**config.mk**
```make
export PLATFORM = sky130hd
export DESIGN_NAME = fork_arbiter
export DESIGN_NICKNAME = d
export VERILOG_FILES = /design/src/rtl/fork_arbiter.sv
export SDC_FILE = /design/constraint.sdc
export NUM_CORES = 1
export LEC_CHECK = 0
export CAP_MARGIN = 10
export CORE_ASPECT_RATIO = 2
export CORE_MARGIN = 8
export CORE_UTILIZATION = 55
export DETAILED_ROUTE_END_ITERATION = 7
export PLACE_DENSITY = 0.79
export REMOVE_ABC_BUFFERS = 1
export SETUP_SLACK_MARGIN = 0.5
export SKIP_LAST_GASP = 1
export SYNTH_ARGS = -nofsm -noshare
export SYNTH_HDL_FRONTEND = slang
export SYNTH_SLANG_ARGS = --single-unit
```
**constraint.sdc**
```tcl
create_clock -name clock -period 8.9 [get_ports clock]
set_input_delay 0.89 -clock clock [delete_from_list [all_inputs] [get_ports clock]]
set_output_delay 0.89 -clock clock [all_outputs]
set_load 0.02 [all_outputs]
```
**src/rtl/fork_arbiter.sv**
```systemverilog
// Dining-philosophers fork arbiter: N philosophers on a ring, each needs both
// neighbouring forks to eat; a rotating-pointer scan picks non-conflicting waiters.

module fork_phil #(
  parameter int MAX_EAT    = 4,
  parameter int STARVE_LIM = 16
) (
  input  logic clock,
  input  logic reset_n,
  input  logic req,
  input  logic done,
  input  logic sel,
  output logic eat,
  output logic waiting,
  output logic eat_nxt,
  output logic starve
);
  typedef enum logic [1:0] {IDLE = 2'd0, WAIT = 2'd1, EAT = 2'd2} st_e;

  st_e        st, nxt;
  logic [7:0] meal_cnt, wait_cnt, wait_nxt;

  always_ff @(posedge clock or negedge reset_n)
    if (!reset_n) st <= IDLE;
    else          st <= nxt;

  always_comb begin
    nxt = st;
    case (st)
      IDLE: if (req) nxt = WAIT;
      WAIT: if (!req) nxt = IDLE;
            else if (sel) nxt = EAT;
      EAT:  if (done || meal_cnt == 8'(MAX_EAT - 1)) nxt = IDLE;
      default: nxt = IDLE;
    endcase
  end

  always_comb begin
    eat      = (st == EAT);
    waiting  = (st == WAIT);
    eat_nxt  = (nxt == EAT);
    // k-th cycle spent in WAIT shows wait_cnt == k, saturating
    wait_nxt = (nxt == WAIT) ? ((wait_cnt == 8'hFF) ? 8'hFF : wait_cnt + 8'd1) : 8'd0;
  end

  always_ff @(posedge clock or negedge reset_n)
    if (!reset_n) begin
      meal_cnt <= '0;
      wait_cnt <= '0;
      starve   <= 1'b0;
    end else begin
      meal_cnt <= (st == EAT) ? meal_cnt + 8'd1 : 8'd0;
      wait_cnt <= wait_nxt;
      starve   <= (wait_nxt >= 8'(STARVE_LIM));
    end
endmodule

module fork_arbiter #(
  parameter int N          = 8,
  parameter int MAX_EAT    = 4,
  parameter int STARVE_LIM = 16
) (
  input  logic         clock,
  input  logic         reset_n,
  input  logic [N-1:0] req,
  input  logic [N-1:0] done,
  output logic [N-1:0] grant,
  output logic [N-1:0] starve,
  output logic [5:0]   eat_cnt
);
  localparam int PW = $clog2(N);

  logic [N-1:0]  wait_v, eat_nxt, sel;
  logic [PW-1:0] ptr, ptr_nxt;
  logic [5:0]    pc;

  fork_phil #(.MAX_EAT(MAX_EAT), .STARVE_LIM(STARVE_LIM)) u_phil [N-1:0] (
    .clock   (clock),
    .reset_n (reset_n),
    .req     (req),
    .done    (done),
    .sel     (sel),
    .eat     (grant),
    .waiting (wait_v),
    .eat_nxt (eat_nxt),
    .starve  (starve)
  );

  // Greedy ring scan from ptr; a neighbour still in EAT (even one releasing
  // this edge) or already picked earlier in the scan blocks selection.
  always_comb begin
    logic [N-1:0]  s;
    logic [PW-1:0] idx, lft, rgt;
    logic          any;
    int            last;
    s    = '0;
    any  = 1'b0;
    last = 0;
    idx  = '0;
    lft  = '0;
    rgt  = '0;
    for (int k = 0; k < N; k++) begin
      idx = PW'((int'(ptr) + k) % N);
      lft = PW'((int'(idx) + N - 1) % N);
      rgt = PW'((int'(idx) + 1) % N);
      if (wait_v[idx] && req[idx] && !grant[lft] && !grant[rgt] && !s[lft] && !s[rgt]) begin
        s[idx] = 1'b1;
        any    = 1'b1;
        last   = int'(idx);
      end
    end
    sel     = s;
    ptr_nxt = any ? PW'((last + 1) % N) : ptr;
  end

  always_comb begin
    pc = '0;
    for (int i = 0; i < N; i++) pc = pc + {5'd0, eat_nxt[i]};
  end

  always_ff @(posedge clock or negedge reset_n)
    if (!reset_n) begin
      ptr     <= '0;
      eat_cnt <= '0;
    end else begin
      ptr     <= ptr_nxt;
      eat_cnt <= pc;
    end
endmodule

```
# Word-level counts from Yosys, hierarchy flattened
# Memory sizes are Yosys's and may differ from the RTL's.
# Index checks and enable logic that the tools add are counted.
# classes
bitwise_logic,7
order_cmp,39
n_reduce_logical,96
muxes,198
eq_ne,48
n_div,0
mul,0
shift,0
n_addsub,54
# ops
operator,count
2-to-1 mux 8 bit,32
binary-select mux 1 bit (select 3 bit),46
"adder 8 x 1 -> 8 bit, second input constant",16
"< comparator 3 x 4 -> 1 bit, second input constant",23
"equality test 8 x 2 -> 1 bit, second input constant",8
"equality test 8 bit, second input constant",8
">= comparator 8 x 5 -> 1 bit, second input constant",8
2-to-1 mux 1 bit,64
2-to-1 mux 2 bit,32
bitwise OR 8 bit,7
"adder 3 x 1 -> 3 bit, second input constant",16
logical AND 1 bit,48
one-hot mux 2 bit (3 select lines),8
"equality test 2 x 1 -> 1 bit, second input constant",16
"equality test 2 bit, second input constant",16
logical NOT 1 bit,32
demux 1 bit (select 3 bit),8
">= comparator 3 x 1 -> 1 bit, second input constant",8
2-to-1 mux 3 bit,8
"subtractor 3 x 1 -> 3 bit, second input constant",8
logical NOT 2 bit,8
"adder 3 bit, second input constant",4
adder 6 x 1 -> 6 bit,2
"adder 3 x 2 -> 3 bit, second input constant",3
6 further kinds,13
# totals
memories,2
latchBits,0
reg_bits,161
romBits,16
wordCells,478
mem_bits_rw,0
# mem_list
name,words,width,rd,rd_clocked_by_memory_dff,write_ports,line_no,source
(no name shown),8,1,1,0,0,106,if (wait_v[idx] && req[idx] && !grant[lft] && !grant[rgt] && !s[lft] && !s[rgt]) begin
(no name shown),8,1,1,0,0,106,

# Longest topological paths before layout
# Gate-level depths: netlist of run 1.
# logic_depth
word_depth,63
depth_mapped,33

# Cells and area by module
# A second synthesis of run 1 with hierarchy kept.
# unflattened
cells_unflattened,1058
area_unflattened_um2,10318.6
# modules_own_cells
mod,cells_each,instances,area_per_inst_um2
fork_phil at u_phil[0] ...,81,7,884.6
fork_arbiter,408,1,3250.6
fork_phil at u_phil[7],83,1,875.8

# Worst setup path before layout of run 1
# OpenSTA, ideal clock, no wires.
# synth_timing
path_type,register -> register
startpoint,register ptr[0]
endpoint,register eat_cnt[2]
arrival_ps,7759
period_less_slack_ps,7882
required_time_ps,8777
path_slack_ps,1018
stages_incl_launch_ff,31
n_path_buf,6
path_cell_list,dfrtp_1 buf_6 inv_2 clkbuf_1 clkbuf_1 ha_1 buf_4 xnor2_1 mux2i_1 nor2_1 or4_4 a211oi_4 or2_1 buf_4 o21ai_2 o31ai_4 a21oi_4 o21a_1 buf_2 a221oi_1 a21o_1 o31ai_1 fa_1 inv_1 fa_1 inv_1 fa_1 ha_1 inv_1 fa_1 xnor2_1
# synth_via
elab_chain_cells,63
word_cells_on_any_way,292
classes_between,add/sub: 37; order compare: 16; eq/ne: 8; mux: 142; bitwise: 7; reduce/logical: 80; memory: 2
# synth_lines
item,line_no,source
start: declaration,74,"logic [PW-1:0] ptr, ptr_nxt;"
start signal: assignment,126,ptr <= ptr_nxt;
adder 3 x 1 -> 3 bit,104,lft = PW'((int'(idx) + N - 1) % N);
subtractor 3 x 1 -> 3 bit,104,
binary-select mux 1 bit (select 3 bit),106,
2-to-1 mux 1 bit (implied by the code),106,
logical NOT 1 bit,106,
logical AND 1 bit (4 in series),106,
2-to-1 mux 8 bit,106,
binary-select mux 1 bit (select 3 bit),106,
(+45 left out),n/a,
adder 1 x 1 -> 2 bit,118,"for (int i = 0; i < N; i++) pc = pc + {5'd0, eat_nxt[i]};"
adder 2 x 1 -> 3 bit,118,
adder 3 x 1 -> 4 bit,118,
adder 4 x 1 -> 5 bit,118,
adder 5 x 1 -> 6 bit,118,
adder 6 x 1 -> 6 bit,118,
adder 6 x 1 -> 6 bit *,118,
net pc[2],75,logic [5:0] pc;
end signal: assignment,127,eat_cnt <= pc;
end: declaration,69,output logic [5:0] eat_cnt
# Mark *: on every way through the listed nets, which the timed path passes. The rest lies on a longest branch. The select of a mux whose other input is x is not followed.
# A chain may end at the register's enable or synchronous reset.

# Worst setup path in the final report of run 1
# layout_timing
startpoint,register ptr[1]
endpoint,register eat_cnt[1]
# The elaborated chain is that of the path after synthesis.

==> out/results.txt, run 1 <==
Category of the worst setup path capture point: a flop. Dividing the detail-routed via count by the number of cells gives 6.269. Global routing used 27.62% of the available tracks. The run gives 24070 µm² as the area enclosed by the die boundary. The number of port buffers was 37; the signed area change from the synthesized netlist to the final layout was 11.36%. Clock tree synthesis inserted a total of 17 buffers.

The detail route stage leaves a number of antenna-violating nets equal to 0. The register area is 3980 µm². The logs give 5.098 nW for the leakage power total and 0 for the global-route congestion overflow total.

STA classifies the critical path startpoint as a flop. The number of diodes was 0. The fraction of layout cells with a size suffix above 1 was 10.66%.

Clock skew on the completed layout was measured at 0.01050 ns. In the synthesized netlist the dominant register cell turns out to be dfrtp_1. IR analysis of the VDD net gives a maximum drop of 0.0002434 V. The final layout contains 1210 nets. Data arrives at the worst endpoint at 8.40 ns.

The layout has 1619 filler cells. The required time at the worst-slack endpoint was 9.24 ns; the hold violation count in the final report was 0. After synthesis the netlist holds a flip-flop and latch count of 159. Entering global routing, the biggest net connects 93 pins. The peak clock frequency supported by timing is 124.1 MHz, and the final design instance area without fill is 11710 µm².

In this run the cell area of the synthesized design comes to 10520 µm². The cell that appears most often on the critical path is inv_1. For this design, the sink count on the clock tree is 159. Hold path startpoint: u_phil[7].meal_cnt[0].

The run finished with clean final reports. Counting along the longest clock path gives a buffer depth of 2. For this configuration, the core starts out at a cell density of 56.10%. The routed layout has 8952 vias.

For this block, the initial DRC count from the detailed router was 530. The worst hold margin came out at 0.4492 ns. The number of maximum-capacitance constraint violations came out at 0. The class of the most critical setup path was reg -> reg. The placed wire-length estimate after detailed placement was 23290 µm. For this design the ratio of total power to cell area is 444.3 nW/µm².

I/O pin count: 40. The number of max-slew violations in the final report was 0. Leaving out fill and tap cells, the most frequent cells in the layout are dfrtp_1 (158), nor2_1 (141), nand3_1 (63), a21oi_1 (62), inv_1 (51). The register clock-pin slew on the reported worst setup and hold paths is 0.07 ns.

Cell with the biggest individual delay on the critical path: a2111oi_0. Counting flops with a built-in enable in the synthesized netlist gives 0. The worst min-delay path class was reg -> reg.

The most critical setup path has its startpoint at ptr[1]. Summing all placed instances gives a cell area of 11130 µm². For this design, the CTS-stage hold fixing added 0 buffers. The initial antenna violation count came out at 0.

The core footprint is 18740 µm². Synthesis handed over a netlist of 1133 instances. The post-placement worst setup slack is 0.7502 ns. The total setup violations reported at the end of the flow was 0.

Delay of the slowest critical-path stage: 0.68 ns. Setup slack closes at 0.8416 ns. The die is 113.8 µm wide. The multi-input combinational cells in the finished layout cover a total of 5961 µm². The logs give 5 for the first-pass detailed-route iteration total and 0.84 ns for the reg-to-reg setup timing slack.

In this run the vertical extent of the chip is 211.6 µm. Measured against its own limit, the worst slew margin works out to 32.73%. The final critical path takes up 90.54% of the cycle. The endpoint of the worst setup timing path is eat_cnt[1]. Post-synthesis sequential area ratio: 37.83%. In this run the critical register-to-register path is launched from ptr[1].

The endpoint identified for the worst register-to-register timing path is eat_cnt[1]. Actual transition at the worst max-transition pin: 0.9950 ns. Clock latency reported for the late side of the worst-skew pair: 0.44 ns. CTS placed an instance of clkbuf_16 at the clock tree root. Peak fanout along the critical path: 9. The library cell used most frequently in the layout, excluding fill and tap cells, is dfrtp_1. The post-detailed-route DRC marker count came out at 0.

The synthesized area per cell was 9.282 µm²; the first-pass GRT wire length was 50110 µm. Setup repair after global routing left no endpoint under its margin. The logs give 9211 for the number of global-route vias before repair and 1.067 for the routability congestion estimate. The count of different cell masters after synthesis is 95. In the synthesized netlist the async set-or-reset flop fraction comes to 100.0%.

Dividing the detail-routed wire length by the instance count gives 22.40 µm. The initialized floorplan defines 71 standard-cell rows. The H-tree generated during clock tree synthesis spans 4 levels.

The number of warnings printed during yosys synthesis was 0; the wire length reported by the detailed router was 31990 µm. TritonCTS built the clock tree. Counting cells, the worst reg-to-reg path comes to 25.

Minimum period implied by the final worst setup slack: 8.058 ns.
cells in the mapped netlist (all sizes together) (7+ instances only):
library cell	n	area share, %
o22ai	7	0.42
o211ai	13	0.93
nand4	11	0.65
mux4	9	1.9
a21oi	66	3.5
xor2	45	3.7
o21ai	42	2.3
and3	37	2.2
nor3	22	1.2
xnor2	52	4.5
mux2i	26	2.5
nor2b	14	0.83
dfrtp	159	38
o221ai	7	0.64
o31ai	11	1.0
nand3b	10	0.71
a211oi	12	1.1
nand2b	18	1.1
nor4b	10	0.95
ha	28	3.3
buf	44	2.8
or4	8	0.64
o32ai	8	0.67
nand3	63	3.0
clkbuf	27	0.98
a31oi	14	0.89
nor2	141	5.0
nand2	49	1.7
inv	55	2.0
and2	13	0.77
worst min-delay path by stage:
stage | end | cells after the start | slack, ns
2_1_floorplan | u_phil[7].meal_cnt[0] | 1 | 0.42
3_3_place_gp | u_phil[7].meal_cnt[0] | 1 | 0.44
3_5_place_dp | u_phil[2].meal_cnt[0] | 1 | 0.44
4_1_cts | u_phil[7].meal_cnt[0] | 1 | 0.45
5_1_grt | u_phil[7].meal_cnt[0] | 1 | 0.47
6_report | u_phil[7].meal_cnt[0] | 1 | 0.45
repair_timing:
action	4_1_cts	5_1_grt
endpoints found under the setup margin	0	2
buffers inserted	0	0
gates resized for setup	0	4
metrics by stage:
stage	TNS (ns)	power, mW	utilization, %	instances
floorplan	-1.103	3.139	-	1063
global placement	0	4.391	59.38	1396
detailed placement	0	4.369	59.38	1396
CTS	0	5.071	62.33	1428
global route	0	5.503	62.48	1428
finish	0	5.204	62.48	1428
cell type report:
| class | count | area share, % |
|---|---|---|
| clock inverter | 13 | 0.9402 |
| clock buffer | 19 | 3.782 |
| tap | 255 | 2.724 |
| multi-input combinational | 849 | 50.90 |
| timing repair buffer | 78 | 5.908 |
| sequential | 159 | 33.99 |
| inverter | 55 | 1.763 |
worst max-delay path: cells and delay by family (launching register included):
family	cells	cell delay (ns)
DFF	1	0.37
AOI/OAI and AO/OA	9	2.83
muxes	1	0.37
adders and majority gates	6	2.83
xor gates and xnor gates	1	0.32
and+or+nand+nor	2	0.51
buffers and inverters	6	0.71
cells by family after synthesis:
kind of cell | after synthesis | share of synthesized area (%)
AOI/OAI and AO/OA | 250 | 17.67
other | 1 | 0.03566
buffers and inverters | 126 | 5.782
DFF | 159 | 37.83
and+or+nand+nor | 430 | 21.49
muxes | 37 | 4.616
adders and majority gates | 32 | 4.093
xor gates and xnor gates | 98 | 8.483
per-layer routing:
| layer | share of wire [%] | GRT usage (%) | vias to the layer above |
|---|---|---|---|
| met2 | 53 | 48.98 | 307 |
| li1 | - | - | 4121 |
| met4 | 8.1 | 22.19 | 0 |
| met3 | 5.8 | 7.306 | 137 |
| met5 | 0 | 0 | - |
| met1 | 34 | 26.13 | 4387 |
flip-flops by register name (all words and copies together), names as in the netlist:
| register | flops |
|---|---|
| eat_cnt | 4 |
| ptr | 3 |
| u_phil.wait_cnt | 64 |
| u_phil.starve | 8 |
| u_phil.meal_cnt | 64 |
| u_phil.st | 16 |
power by group:
| group | switching (mW) | leakage, nW | internal [mW] | total [mW] |
|---|---|---|---|---|
| Clock | 0.317 | 0.274 | 0.370 | 0.688 |
| Combinational | 2.33 | 2.65 | 1.28 | 3.61 |
| Sequential | 0.0794 | 2.17 | 0.823 | 0.903 |
| Total | 2.73 | 5.10 | 2.48 | 5.20 |
Power figures use the tool's default switching activity.
==> run 2, diff against run 1 <==
--- a/config.mk
+++ b/config.mk
@@ -11,7 +11,6 @@
 export CORE_UTILIZATION = 55
 export DETAILED_ROUTE_END_ITERATION = 7
 export PLACE_DENSITY = 0.79
-export REMOVE_ABC_BUFFERS = 1
 export SETUP_SLACK_MARGIN = 0.5
 export SKIP_LAST_GASP = 1
 export SYNTH_ARGS = -nofsm -noshare
==> out/results.txt, run 2 (synthesis gave the netlist of run 1 again) <==
STA classifies the critical path endpoint as a flop. The setup TNS is 0 ns (unchanged), and the headroom to the max-slew limit is 15.04% (-18 points). The top cell types in the final layout, fill and taps aside, are dfrtp_1 (158), nor2_1 (141), nand3_1 (63), a21oi_1 (62), inv_1 (51). The peak fanout along the critical path is 18 (+9). The first-pass GRT wire length was 49430 µm (-1.3%); the starting density of the core was 56.10% (unchanged). The tools report the peak ir drop on the vdd network as 0.0002823 V (+16%). The worst min-delay path class is reg -> reg.

The minimum period implied by the final worst setup slack was 8.011 ns (-0.04787 ns); the number of inserted filler cells in the final layout was 1546 (-4.5%). The number of cells on the worst hold path works out to 1 (unchanged). For the total setup violations reported at the end of the flow, the log shows 0 (unchanged). Grouping stages by cell kind, the critical path spends the most delay in adder cells.

The worst setup path is of the reg -> reg kind. The power per cell area is 446.2 nW/µm² (+0.42%), and the routability congestion estimate is 1.063 (-0.32%). The post-placement worst setup slack came out at 0.8087 ns (+0.05855 ns). Clock latency reported for the late side of the worst-skew pair: 0.43 ns (about the same).

The tools report the via count as 8957 (+0.056%). The largest registers in the layout are u_phil.meal_cnt x64, u_phil.wait_cnt x64, u_phil.st x16. The placed wire-length estimate after detailed placement is 22830 µm (-2.0%), and the pin count of the biggest net entering global routing is 85 (-8.6%). Signed area change from the synthesized netlist to the final layout: 11.20%. The actual transition at the worst max-transition pin was 1.239 ns (+0.2439 ns); the core footprint was 18740 µm² (unchanged).

The run gives 3980 µm² (unchanged) as the register area. For the global-route congestion overflow total, the log shows 0 (unchanged). The average via count per standard cell is 6.303 (+0.55%). For the multi-input gate area in the final layout, the log shows 5948 µm² (-0.21%). The hold violation count in the final report was 0 (unchanged); the number of buffer and inverter instances along the worst setup path was 7 (+1). The number of cells on the critical path was 25 (unchanged). The number of sinks on the clock net was 159 (unchanged); the peak clock frequency supported by timing was 124.8 MHz (+0.60%). The post-detailed-route DRC marker count came out at 0 (unchanged).

For the met3 usage, the log shows 5.337% (-2.0 points). The detailed-route wire length per cell is 22.10 µm (-1.3%). The number of CTS-inserted buffers is 17 (unchanged), and the post-route fraction of the period consumed by the critical path is 90.01% (-0.54 points).

Fraction of layout cells with a size suffix above 1: 10.04% (-0.61 points). Startpoint of the worst register-to-register path: ptr[1]. The most repeated library cell on the critical path was inv_1. The width of the die works out to 113.8 µm (unchanged).

The tools report the met2 usage as 48.27% (-0.72 points). The required time at the worst-slack endpoint is 9.22 ns (-0.02 ns), and the global router's overall resource usage is 26.97% (-0.65 points). The logs give 0.8895 ns (+0.04787 ns) for the worst setup slack after layout and 5.076 nW (-0.43%) for the leakage power total. The flow ran to the end, and the final reports show no timing, DRC or antenna violations. Setup repair after global routing left no endpoint under its margin. Startpoint type of the worst setup path: a flop. For the worst hold margin, the log shows 0.4524 ns (+0.003211 ns). The number of port buffers was 37 (unchanged).

The run gives 0 (unchanged) as the number of maximum-capacitance constraint violations. The run gives 0 (unchanged) as the count of hold-fix buffers inserted at cts. The tools report the end of the worst register-to-register path as eat_cnt[1]. The tools report the first-pass detailed-route iteration total as 5 (unchanged). The root cell of the clock tree was clkbuf_16.

The placement row count was 71 (unchanged); the register clock-pin slew on the reported worst setup and hold paths was 0.06 ns (about the same). Reg-to-reg setup timing slack: 0.89 ns (+0.05 ns). The vertical die dimension was 211.6 µm (unchanged).

For hold timing, the worst endpoint is u_phil[3].meal_cnt[0]. The DRC marker count from the first detailed-route iteration is 422 (-20%). The run gives 24070 µm² (unchanged) as the area enclosed by the die boundary.

The startpoint identified for the worst hold timing path is u_phil[3].meal_cnt[0]. The number of cell instances on the worst register-to-register path came out at 25 (unchanged). The tools report the number of buffers on the longest clock path as 2 (unchanged). The leading cell type in the layout, fill and taps excluded was dfrtp_1. The number of max-slew violations in the final report came out at 0 (unchanged). The cell with the biggest individual delay on the critical path was mux4_2. The most utilized layer in the global route result was met2. The global-route track usage on met1 was 25.95% (-0.19 points); the worst-case clock skew was 0.006559 ns (-0.003943 ns). The delay of the slowest critical-path stage was 0.68 ns (about the same); the H-tree level count was 4 (unchanged). For the data arrival time of the critical path, the log shows 8.33 ns (-0.07 ns). The post-layout net count is 1203 (-0.58%). The antenna violation net count after detailed routing came out at 0 (unchanged). TritonCTS built the clock tree. The tools report the initial antenna violation count as 1 (+1). The run gives 31410 µm (-1.8%) as the wire length reported by the detailed router. The I/O pin count was 40 (unchanged).

The number of global-route vias before repair came out at 9281 (+0.76%).
[run 2: worst max-delay path by stage]
| stage | start | endpoint | slack (ns) |
|---|---|---|---|
| floorplan | ptr[0] | eat_cnt[2] | 1.02 |
| global placement | ptr[1] | eat_cnt[1] | 0.93 |
| detailed placement | ptr[1] | eat_cnt[1] | 0.81 |
| CTS | ptr[1] | eat_cnt[1] | 0.79 |
| global route | ptr[1] | eat_cnt[1] | 0.51 |
| finish | ptr[1] | eat_cnt[1] | 0.89 |
[run 2: power by group]
group	leakage, nW	internal [mW]	switching (mW)
clock network	0.292	0.456	0.297
registers	2.17	0.823	0.0911
logic	2.61	1.24	2.31
[run 2: what timing repair did]
action,4_1_cts,5_1_grt
endpoints found under the setup margin,0,2
setup buffers,0,1
resized for setup,0,3
[run 2: final cells by class]
type,instances,area share (%)
Antenna cell,1,0.02140
Sequential cell,159,34.04
Multi-Input combinational cell,849,50.87
Inverter,55,1.765
Tap cell,255,2.728
Clock buffer,19,3.873
Timing Repair Buffer,71,5.361
Clock inverter,12,1.348
[run 2: metal layers]
layer / up-vias / wire length [µm] / part of all wire (%)
met2: 309 / 16470 / 52
li1: 4118 / - / -
met5: - / 0 / 0
met3: 152 / 1518 / 4.8
met4: 0 / 2678 / 8.5
met1: 4378 / 10750 / 34
[run 2: stage by stage]
stage | instances | area [µm²] | utilization [%] | total power [mW]
floorplan | 1134 | 10520 | - | 3.267
global placement | 1388 | 11060 | 58.99 | 4.295
detailed placement | 1388 | 11060 | 58.99 | 4.295
CTS | 1419 | 11670 | 62.25 | 5.077
global route | 1421 | 11690 | 62.39 | 5.500
finish | 1421 | 11690 | 62.39 | 5.218
==> run 3, diff against run 2 <==
--- a/config.mk
+++ b/config.mk
@@ -10,8 +10,9 @@
 export CORE_MARGIN = 8
 export CORE_UTILIZATION = 55
 export DETAILED_ROUTE_END_ITERATION = 7
-export PLACE_DENSITY = 0.79
+export PLACE_DENSITY = 0.82
 export SETUP_SLACK_MARGIN = 0.5
+export SKIP_CTS_REPAIR_TIMING = 1
 export SKIP_LAST_GASP = 1
 export SYNTH_ARGS = -nofsm -noshare
 export SYNTH_HDL_FRONTEND = slang
==> constraint.sdc (replaced) <==
create_clock -name clock -period 6.7 [get_ports clock]
set_input_delay 0.67 -clock clock [delete_from_list [all_inputs] [get_ports clock]]
set_output_delay 0.67 -clock clock [all_outputs]
set_load 0.02 [all_outputs]
==> out/results.txt, run 3 (synthesis gave the netlist of run 1 again) <==
The run finished, with violations left. The final reports fail on negative setup slack. The number of maximum-capacitance constraint violations was 0 (unchanged); the number of port buffers was 37 (unchanged). The category of the worst setup path capture point was a flop. The tools report the core footprint as 18740 µm² (unchanged).

In the final layout, the registers with the most flip-flops are u_phil.meal_cnt x64, u_phil.wait_cnt x64, u_phil.st x16. The clock latency reported for the late side of the worst-skew pair came out at 0.43 ns (about the same). The startpoint identified for the worst register-to-register timing path is ptr[0].

The library cell used most frequently in the layout, excluding fill and tap cells, is buf_4. The width of the die was 113.8 µm (unchanged); the register clock-pin slew on the reported worst setup and hold paths was 0.06 ns (about the same). Worst-case clock skew: 0.01485 ns (+0.008294 ns). The run gives 56.10% (unchanged) as the starting density of the core. The startpoint of the worst setup timing path is req[4].

The minimum period implied by the final worst setup slack came out at 6.858 ns. The final core area utilization came out at 70.20% (+7.8 points). The logs give 2 (unchanged) for the number of buffers on the longest clock path and -0.13 ns (-1.02 ns) for the reg-to-reg setup timing slack. The global router's overall resource usage was 28.39% (+1.4 points); the post-route fraction of the period consumed by the critical path was 102.4%. Area enclosed by the die boundary: 24070 µm² (unchanged). The met2 usage was 52.08% (+3.8 points); the peak clock frequency supported by timing was 145.8 MHz. The logs give 1.038 (-2.4%) for the routability congestion estimate and 576 (+36%) for the DRC marker count from the first detailed-route iteration.

The post-layout net count was 1343 (+12%). The placement row count is 71 (unchanged). The initial antenna violation count was 1 (unchanged).

For the number of inserted filler cells in the final layout, the log shows 1342 (-13%). The average via count per standard cell came out at 6.292 (-0.18%). The fraction of layout cells with a size suffix above 1 came out at 23.58% (+14 points). The run gives 159 (unchanged) as the number of sinks on the clock net. For the required time at the worst-slack endpoint, the log shows 7.02 ns (-2.20 ns). The tools report the root cell of the clock tree as clkbuf_16.

The logs give 24640 µm (+7.9%) for the placed wire-length estimate after detailed placement and 7.18 ns (-1.15 ns) for the data arrival time of the critical path. The class of the most critical setup path is in -> reg. The pin count of the biggest net entering global routing came out at 86 (+1.2%). The first-pass GRT wire length came out at 52470 µm (+6.1%). The first-pass detailed-route iteration total came out at 5 (unchanged). The post-detailed-route DRC marker count is 0 (unchanged), and the met3 usage is 4.823% (-0.51 points). The most utilized layer in the global route result is met2. Setup repair after global routing could not meet its margin everywhere. The number of global-route vias before repair was 10080 (+8.6%); the signed area change from the synthesized netlist to the final layout was 25.13%. The endpoint of the worst setup timing path is eat_cnt[1]. The run gives 38.54% (+23 points) as the headroom to the max-slew limit.

In this run the critical register-to-register path is captured at eat_cnt[1]. The via count is 9828 (+9.7%). Actual transition at the worst max-transition pin: 0.9219 ns (-0.3170 ns).

The tightest min-delay check is of the in -> async type. The number of cell instances on the worst register-to-register path was 26 (+4.0%). The global-route congestion overflow total was 0 (unchanged); the number of max-slew violations in the final report was 0 (unchanged). The worst setup slack after layout came out at -0.1583 ns (-1.048 ns).

The tools report the hold violation count in the final report as 0 (unchanged). The antenna violation net count after detailed routing is 0 (unchanged), and the detailed-route wire length per cell is 21.76 µm (-1.5%). The wire length reported by the detailed router was 34000 µm (+8.2%). The run gives 4 (unchanged) as the H-tree level count. The global-route track usage on met1 was 26.78% (+0.84 points). The tools report the startpoint type of the worst setup path as a primary input.

The library cells used most frequently in the layout, excluding fill and tap cells, are buf_4 (170), dfrtp_1 (158), nor2_1 (141), nand3_1 (63), a21oi_1 (58). The number of CTS-inserted buffers was 17 (unchanged). The I/O pin count is 40 (unchanged), and the peak fanout along the critical path is 4 (-14).

TritonCTS built the clock tree. The vertical die dimension came out at 211.6 µm (unchanged). Total setup violations reported at the end of the flow: 2 (+2).
run 3: changes by cell type in the layout (fill, tap and decap cells not counted), sizes merged:
cell	before	now
clkinvlp	3	2
clkbuf	19	20
buf	35	175
inv	58	56
clkinv	3	6
run 3: routing by layer:
| layer | routed length (µm) | vias to the layer above |
|---|---|---|
| met3 | 1473 | 209 |
| li1 | - | 4395 |
| met4 | 3086 | 0 |
| met5 | 0 | - |
| met1 | 11050 | 4820 |
| met2 | 18380 | 404 |
run 3: worst min-delay path by stage:
stage | startpoint | to | slack (ns)
6_report | reset_n | u_phil[1].wait_cnt[7] | 0.30
4_1_cts | reset_n | u_phil[1].starve | 0.32
5_1_grt | reset_n | u_phil[1].wait_cnt[0] | 0.35
2_1_floorplan | reset_n | eat_cnt[0] | 0.37
3_5_place_dp | u_phil[2].meal_cnt[0] | u_phil[2].meal_cnt[0] | 0.45
3_3_place_gp | u_phil[0].meal_cnt[0] | u_phil[0].meal_cnt[0] | 0.44
run 3: final cells by class:
cell class | instances | area [µm²] | share of cell area (%)
inverter | 55 | 217.7 | 1.654
timing repair buffer | 211 | 1714 | 13.03
antenna | 1 | 2.502 | 0.01902
clock inverter | 12 | 160.2 | 1.217
multi-input combinational | 849 | 6319 | 48.02
sequential | 159 | 3980 | 30.25
tap | 255 | 319.1 | 2.425
clock buffer | 20 | 446.7 | 3.394
run 3: critical path, stage by stage:
cell and delay [ns]:
clkdlybuf4s50_1 0.52, or4bb_1 0.54, a211oi_1 0.37, a2111oi_2 0.12, nor3_4 0.24, a211oi_4 0.12
buf_4 0.16, or3_1 0.41, a21oi_2 0.22, o31ai_4 0.11, a21oi_4 0.19, o211a_1 0.19
nor3_1 0.06, o31a_1 0.33, nand4_1 0.12, a21boi_2 0.20, o221ai_2 0.13, fa_1 0.55
inv_2 0.05, fa_1 0.51, inv_2 0.05, fa_2 0.56, ha_4 0.14, inv_2 0.04
fa_2 0.52, inv_1 0.04
run 3: through the flow:
step	instances	setup TNS, ns	cell area [µm²]	hold WS [ns]	setup slack [ns]
after floorplan	1134	-0.2098	10730	0.3744	-0.1680
after global placement	1512	-1.045	12120	0.4386	-0.4241
after detailed placement	1512	-1.370	12120	0.4451	-0.5165
after CTS	1544	-0.5582	12720	0.3187	-0.2897
after global routing	1562	-0.8761	13160	0.3530	-0.3882
final	1562	-0.2697	13160	0.3000	-0.1583
Power of run 3 is left out: the tool's default activity adds up to more than one toggle a clock period on the data nets, which glitch-free logic cannot reach.
